<file path="src/rtl/uart_hex_tx.sv">
// Sends i_byte as two ASCII hex characters (high nibble first) over an 8N1 UART line; UART_HEX_CRLF_EN appends CR LF.
// Start bit begins the cycle after accept; i_dv is ignored while o_ready is low (no queuing).
module uart_hex_tx #(
   parameter int CLKS_PER_BIT = 87
) (
   input  logic       clk,
   input  logic       i_rst_n,
   input  logic       i_dv,
   input  logic [7:0] i_byte,
   output logic       o_ready,
   output logic       o_tx_serial,
   output logic       o_tx_active,
   output logic       o_done
);

   localparam int CW = (CLKS_PER_BIT > 1) ? $clog2(CLKS_PER_BIT) : 1;
   localparam logic [CW-1:0] CNT_MAX = CW'(CLKS_PER_BIT - 1);
`ifdef UART_HEX_CRLF_EN
   localparam int IW = 2;
`else
   localparam int IW = 1;
`endif
   localparam logic [IW-1:0] LAST_IDX = '1;

   typedef enum logic [2:0] {
      IDLE,
      START,
      DATA,
      STOP,
      NEXT
   } state_t;

   state_t          state_q, state_d;
   logic [CW-1:0]   cnt_q, cnt_d;
   logic [2:0]      bit_q, bit_d;
   logic [IW-1:0]   idx_q, idx_d;
   logic [7:0]      byte_q, byte_d;

   logic [7:0]      char_w;
   logic            accept;
   logic            last_char;
   logic            bit_end;

   function automatic logic [7:0] hex_ascii(input logic [3:0] n);
      hex_ascii = (n < 4'd10) ? (8'h30 + {4'h0, n}) : (8'h37 + {4'h0, n});
   endfunction

   always_comb begin
      char_w = hex_ascii(byte_q[7:4]);
`ifdef UART_HEX_CRLF_EN
      case (idx_q)
         2'd0:    char_w = hex_ascii(byte_q[7:4]);
         2'd1:    char_w = hex_ascii(byte_q[3:0]);
         2'd2:    char_w = 8'h0D;
         default: char_w = 8'h0A;
      endcase
`else
      if (idx_q[0]) begin
         char_w = hex_ascii(byte_q[3:0]);
      end
`endif
   end

   assign last_char   = (idx_q == LAST_IDX);
   assign bit_end     = (cnt_q == CNT_MAX);
   assign o_done      = (state_q == NEXT) && last_char;
   // Ready in the final NEXT cycle lets a new message start with only the 1-cycle gap.
   assign o_ready     = (state_q == IDLE) || o_done;
   assign accept      = i_dv && o_ready;
   assign o_tx_active = (state_q != IDLE);

   always_comb begin
      case (state_q)
         START:   o_tx_serial = 1'b0;
         DATA:    o_tx_serial = char_w[bit_q];
         default: o_tx_serial = 1'b1;
      endcase
   end

   always_comb begin
      state_d = state_q;
      cnt_d   = cnt_q;
      bit_d   = bit_q;
      idx_d   = idx_q;
      byte_d  = byte_q;
      if (accept) begin
         byte_d  = i_byte;
         idx_d   = '0;
         cnt_d   = '0;
         bit_d   = '0;
         state_d = START;
      end else begin
         case (state_q)
            IDLE: begin
               state_d = IDLE;
            end
            START: begin
               if (bit_end) begin
                  cnt_d   = '0;
                  state_d = DATA;
               end else begin
                  cnt_d = cnt_q + 1'b1;
               end
            end
            DATA: begin
               if (bit_end) begin
                  cnt_d = '0;
                  bit_d = bit_q + 3'd1;
                  if (bit_q == 3'd7) begin
                     state_d = STOP;
                  end
               end else begin
                  cnt_d = cnt_q + 1'b1;
               end
            end
            STOP: begin
               if (bit_end) begin
                  cnt_d   = '0;
                  state_d = NEXT;
               end else begin
                  cnt_d = cnt_q + 1'b1;
               end
            end
            NEXT: begin
               if (last_char) begin
                  state_d = IDLE;
               end else begin
                  idx_d   = idx_q + 1'b1;
                  state_d = START;
               end
            end
            default: begin
               state_d = IDLE;
            end
         endcase
      end
   end

   always_ff @(posedge clk or negedge i_rst_n) begin
      if (!i_rst_n) begin
         state_q <= IDLE;
         cnt_q   <= '0;
         bit_q   <= '0;
         idx_q   <= '0;
         byte_q  <= '0;
      end else begin
         state_q <= state_d;
         cnt_q   <= cnt_d;
         bit_q   <= bit_d;
         idx_q   <= idx_d;
         byte_q  <= byte_d;
      end
   end

endmodule

</file>
<file path="config.mk">
export PLATFORM = sky130hd
export DESIGN_NAME = uart_hex_tx
export DESIGN_NICKNAME = d
export VERILOG_FILES = /design/src/rtl/uart_hex_tx.sv
export SDC_FILE = /design/constraint.sdc
export NUM_CORES = 1
export LEC_CHECK = 0
export CAP_MARGIN = 20
export CORE_UTILIZATION = 30
export CTS_BUF_LIST = sky130_fd_sc_hd__clkbuf_8 sky130_fd_sc_hd__clkbuf_16
export DETAILED_ROUTE_END_ITERATION = 10
export REMOVE_ABC_BUFFERS = 1
export SYNTH_ARGS = -nofsm -noshare
export SYNTH_HDL_FRONTEND = slang
export SYNTH_SLANG_ARGS = --single-unit
</file>
<file path="constraint.sdc">
create_clock -name clk -period 2.95 [get_ports clk]
set_clock_uncertainty 0.15 [all_clocks]
set_input_delay 0.885 -clock clk [delete_from_list [all_inputs] [get_ports clk]]
set_output_delay 0.885 -clock clk [all_outputs]
set_load 0.03 [all_outputs]
</file>
==> results of run 1 <==
## kinds of logic (layout without fill, tap and decap cells)
family	Yosys count	in the layout	synth area share, %
AOI/OAI and AO/OA	41	41	19.1
xor gates and xnor gates	2	2	1.19
adders and majority gates	6	6	5.11
buffers and inverters	19	34	5.45
DFF	22	22	37.5
muxes	5	5	3.41
and+or+nand+nor	74	74	28.3
## synth_stat cells, drive strengths merged (3+ instances only)
library cell  count  share of area [%]
clkbuf            9                2.3
o21ai             8                2.7
ha                6                5.1
mux2i             5                3.4
and3              3                1.3
nand3             6                2.0
nor2b             6                2.6
nand4             3                1.3
and2              4                1.7
a21oi            10                3.4
nor3              3                1.0
a31oi             3                1.3
or3               3                1.3
inv               8                2.0
nor2              8                2.2
dfrtp            22                 37
nand2            22                5.6
nand3b            4                2.0
## cells in the final DEF (no fill, tap or decap), types with 3 or more instances in the layout
cell type        netlist  layout
nand3_1                6       6
or3_1                  3       3
and2_1                 4       4
and3_1                 3       3
nor2_1                 7       7
nor2b_1                6       6
clkdlybuf4s50_1        0      12
mux2i_1                5       5
nor3_1                 3       3
o21ai_0                8       7
a21oi_1               10      10
clkbuf_8               0       3
inv_1                  8       8
nand3b_1               4       4
nand4_1                3       3
ha_1                   6       5
nand2_1               22      22
dfrtp_1               22      22
a31oi_1                3       3
buf_4                  0       9
## metrics by stage
| step | util [%] | instance area [µm²] | hold slack, ns | setup TNS [ns] |
|---|---|---|---|---|
| finish | 38.1 | 1800 | 0.385 | -0.0363 |
| CTS | 37.5 | 1770 | 0.388 | -0.0340 |
| detailed placement | 35.5 | 1680 | 0.367 | 0 |
| floorplan | - | 1420 | 0.327 | -0.00348 |
| global route | 38.1 | 1800 | 0.412 | -0.114 |
| global placement | 35.5 | 1680 | 0.369 | 0 |
## layout make-up
cell class,instances,area (µm²)
clock buffer,3,41.3
multi-input combinational,128,862
sequential,22,551
inverter,8,30.0
fill,460,2930
clock inverter,1,30.0
tap,67,83.8
timing repair buffer,22,200
## how the worst max path moves through the flow
stage               startpoint           to  slack [ns]  cells past startpoint
CTS                      idx_q  o_tx_serial       -0.03                      6
global placement         idx_q  o_tx_serial        0.25                      5
detailed placement       idx_q  o_tx_serial        0.23                      5
floorplan                idx_q  o_tx_serial      -0.003                      4
finish                   idx_q  o_tx_serial       -0.04                      5
global route             idx_q  o_tx_serial       -0.11                      5
## power by group
part / internal (µW) / switching (µW) / total, µW / leakage [µW]
combinational: 13.0 / 8.65 / 21.6 / 0.000512
clock: 181 / 104 / 285 / 0.0000357
sequential: 301 / 0 / 301 / 0.000251
total: 496 / 112 / 608 / 0.000798
## metal layers
layer  track usage [%]  share of wire [%]  vias up
li1                  -                  -      641
met1              18.7                 51      603
met2              20.2                 43       29
met3              2.78                3.1        6
met4              5.88                2.2        0
met5                 0                  0        -
## registers in the layout, indices dropped and copies added, names as in the netlist
register	flops
cnt_q	7
bit_q	3
state_q	3
byte_q	8
idx_q	1
## what timing repair did
| action | in CTS | in global routing |
|---|---|---|
| hold buffers | 0 | 0 |
| pin swaps | 1 | 4 |
| setup endpoints to repair | 1 | 3 |
| gates resized for setup | 0 | 6 |
| setup buffers | 3 | 0 |
==> results.cfg, run 1 <==
[synthesis]
netlist_area_mm2 = 0.00147
synthArstFlopShare_pct = 100
synthCells = 169
synth_warnings = 0
yosysSeqAreaShare_pct = 37.5
ys_seq_elements = 22
synth_flop_cell = dfrtp_1
ys_types = 50
syn_avg_cell_area_um2 = 8.69
synth_edf_count = 0

[die]
start_util_pct = 31.1
die_x_um = 72.0
rows = 25
pin_count = 15
core-area_mm2 = 0.00472
dieArea_mm2 = 0.00518
die_h_um = 72.0

[routing]
avgViaCountPerCell = 5.10
drtPass1Iterations = 4
wl_mm = 3.18
drcViolationCount = 0
drt_iter0_markers = 86
wl_per_cell_um = 12.7
ant_nets = 0
vias = 1279

[place]
pre_cts_ws_ns = 0.233
dp_hpwl_mm = 2.19
gp_congestion = 0.847
place.port_buffers = 14
dp.cells = 244

[outcome]
status = complete, but fails checks
violations = setup timing

[global_route]
grt_pass1_wl_mm = 5.44
antenna_found_initial = 0
gr-total-overflow = 0
track_usage_pct = 13.4
grt_pass1_vias = 1173
grt_max_degree = 23

[clock_network]
cts_tree = done
path_clk_slew_ns = 0.09
clockBufferDepth = 2
numClockSinks = 22
clk_latency_ns = 0.27
cts_root_buf = clkbuf_8
h-tree-depth = 1
cts_buffers = 3

[worst_setup_path]
crit_path_max_fanout = 5
r2r_start = cnt_q[0]
r2r.worst_path.cells = 6
crit_buf_inv = 1
critPathArrivalTime_ns = 1.95
path_cells = or4b_1 -> a311oi_2 -> nand4_1 -> o211ai_1 -> buf_4
worstSetupPathType = register to output pin
timing.rr.end = cnt_q[4]
worstPathRequired_ns = 1.92
crit_path_max_incr_delay_ns = 0.54
cp_top_family = simple AND/OR/NAND/NOR gates
rrSetupSlack_ns = 1.05
startpoint_type = register
timing.critical_path.slowest_stage_cell = or4b_1
cp-end-kind = output pin

[worst_hold_path]
min_to = cnt_q[4]
worstHoldStart = cnt_q[4]
hold_depth = 1
hp-class = register to register

[power_and_ir_drop]
power_per_cell_area_mw_per_mm2 = 338
ir_worst_vdd_v = 0.000181
p_leak_uw = 0.000798
p_total_uw = 608

[timing]
setup_viol = 1
maxSlewViolCount = 0
hold_violations = 0
slew_headroom_pct = 69.5
setup_ws_ns = -0.0363
period_share_pct = 101
rsz0062_at_grt = yes
worst_pin_slew_ns = 0.456
period_minus_slack_ns = 2.99
max_freq_ghz = 0.335

[layout]
instances_no_fill = 251
diodes = 0
drive_gt1_share_pct = 12.0
final_nets = 202
area_delta_synth_final_pct = 22.4

[run]
drv_cap = 0
Note: power is estimated with default switching activity, not from simulation.
==> run 2, diff against run 1 <==
--- a/config.mk
+++ b/config.mk
@@ -6,9 +6,13 @@
 export NUM_CORES = 1
 export LEC_CHECK = 0
 export CAP_MARGIN = 20
+export CELL_PAD_IN_SITES_DETAIL_PLACEMENT = 0
+export CELL_PAD_IN_SITES_GLOBAL_PLACEMENT = 1
 export CORE_UTILIZATION = 30
 export CTS_BUF_LIST = sky130_fd_sc_hd__clkbuf_8 sky130_fd_sc_hd__clkbuf_16
 export DETAILED_ROUTE_END_ITERATION = 10
+export PLACE_DENSITY_LB_ADDON = 0.1
+export RECOVER_POWER = 25
 export REMOVE_ABC_BUFFERS = 1
 export SYNTH_ARGS = -nofsm -noshare
 export SYNTH_HDL_FRONTEND = slang
==> run 2 against run 1 <==
Against the previous run:
- the run still ends with setup timing left
- sequential share of layout area is 0.53 points lower
- largest cell class unchanged
- routed wire length is 16% higher
- worst setup slack worse by 0.00051 ns
- via count is 3.4% higher
- critical endpoint unchanged
- sequential power hardly changed
- register-to-register slack worse by 0.07 ns
- worst hold slack better by 0.011 ns
- non-clock buffer count is 9 higher
- global-route usage is 1.9 points higher
- critical path depth stayed put
==> results.cfg, run 2 (synthesis gave the netlist of run 1 again) <==
[routing]
ant_nets = 0
vias = 1322
drcViolationCount = 0
met1_length_mm = 1.91
top_layer_used = met4
met3WireLength_um = 87
drt_iter0_markers = 75
avgViaCountPerCell = 5.10
wl_met2_mm = 1.63
drtPass1Iterations = 4
wl_mm = 3.69
wl_per_cell_um = 14.2

[place]
place.port_buffers = 14
gp_congestion = 0.806
dpl-instance-area_mm2 = 0.00170
dp_hpwl_mm = 2.52

[clock_network]
h-tree-depth = 1
cts_buffers = 3
numClockSinks = 22
cts_tree = done
path_clk_slew_ns = 0.09
cts_root_buf = clkbuf_8
holdBufCountCts = 0
clk_latency_ns = 0.27
clockBufferDepth = 2

[worst_setup_path]
r2r.worst_path.cells = 6
worst-path-stages = 5
critPathArrivalTime_ns = 1.95
crit_buf_inv = 1
timing.critical_path.slowest_stage_cell = or4b_4
cp_top_family = simple AND/OR/NAND/NOR gates
path_cells = or4b_4 -> a311oi_2 -> nand4_1 -> o211ai_1 -> buf_4
crit_path_max_fanout = 2
worstPathRequired_ns = 1.92
crit_path_max_incr_delay_ns = 0.53
worstSetupPathType = register to output pin
startpoint_type = register
cp-end-kind = output pin

[layout]
drive_gt1_share_pct = 18.2
final_nets = 211
largest_reg_flops = 8
final_cell_mix = 22 x nand2_1, 20 x dfrtp_1, 17 x buf_4, 10 x clkdlybuf4s50_1, 9 x a21oi_1
diodes = 0
area_delta_synth_final_pct = 25.1
fin_area_mm2 = 0.00184
top_register = byte_q
fill_cells = 490
mostFrequentLayoutCell = nand2_1
biggestRegsByFlops = byte_q x8, cnt_q x7

[power_and_ir_drop]
pwr-share-clk_pct = 37.8
power_per_cell_area_mw_per_mm2 = 282
switchingPower_uw = 113
p_int_uw = 405
p_seq_share_pct = 58.2
p_leak_uw = 0.000831
switching_share_pct = 21.9
ir_worst_vdd_v = 0.000121
pwr-share-comb_pct = 4.0

[run]
drv_cap = 0

[worst_hold_path]
hold_depth = 1
hp-class = register to register

[timing]
setup_ws_ns = -0.0368
period_share_pct = 101
worst_pin_slew_ns = 1.24
max_freq_ghz = 0.335
period_minus_slack_ns = 2.99
slew_headroom_pct = 17.5
rsz0062_at_grt = yes
maxSlewViolCount = 0
hold_violations = 0
setup_viol = 1
hold_ws_ns = 0.396

[die]
die_x_um = 72.0
start_util_pct = 31.1
die_h_um = 72.0
dieArea_mm2 = 0.00518
pin_count = 15
rows = 25
core-area_mm2 = 0.00472

[outcome]
status = complete, but fails checks
violations = setup timing

[global_route]
track_usage_pct = 15.3
antenna_found_initial = 0
grt_pass1_wl_mm = 6.12
grt_max_degree = 23
gr-total-overflow = 0
grt_pass1_vias = 1245
==> run 2: changes by cell type in the layout (fill, tap and decap cells not counted), sizes merged <==
cell           change
clkdlybuf4s50      -2
clkbuf             +1
dlygate4sd3        +1
dlymetal6s2s       +1
buf                +8
bufinv             -1
==> run 2: through the flow <==
step	total power, µW	setup slack, ns	util, %	std cells	TNS [ns]
finish	518	-0.0368	38.9	259	-0.0368
global route	539	-0.149	38.9	259	-0.149
CTS	529	-0.0559	37.7	255	-0.0559
detailed placement	330	0.203	36.0	247	0
global placement	330	0.220	36.0	247	0
floorplan	308	-0.00348	-	158	-0.00348
==> run 2: path summary, 6_finish.rpt <==
kind                           start          end  slack [ns]
max                        byte_q[6]  o_tx_serial       -0.04
min                         cnt_q[4]     cnt_q[4]        0.40
max reg2reg                 cnt_q[0]     cnt_q[4]        0.98
min reg2reg                 cnt_q[4]     cnt_q[4]        0.40
max in group asynchronous    i_rst_n    byte_q[6]        0.58
min in group asynchronous    i_rst_n   state_q[2]        1.24
==> run 2: area by class of cell <==
type | instances | area (µm²) | share of cell area (%)
well taps | 67 | 83.8 | 4.56
repair buffers | 31 | 267 | 14.5
clock buffers | 3 | 41.3 | 2.25
multi-input cells | 128 | 863 | 47.0
flip-flops and latches | 22 | 553 | 30.1
inverters | 8 | 30.0 | 1.63
==> run 2: layer usage <==
metal,vias to the layer above,global-route usage [%]
met1,640,21.4
met2,22,24.4
met4,0,5.23
li1,655,-
met5,-,0
met3,5,2.22
==> run 2: power by group through the flow <==
stage	clock (µW)	sequential (µW)	combinational (µW)
finish	196	301	20.9
CTS	205	301	22.5
floorplan	0	307	1.09
global placement	0	307	22.4
detailed placement	0	307	22.3
global route	214	301	23.4
==> run 2: timing repair <==
action / in CTS / in global routing
pin swaps: 1 / 5
setup buffers: 5 / 4
setup endpoints to repair: 1 / 3
resized for setup: 1 / 12
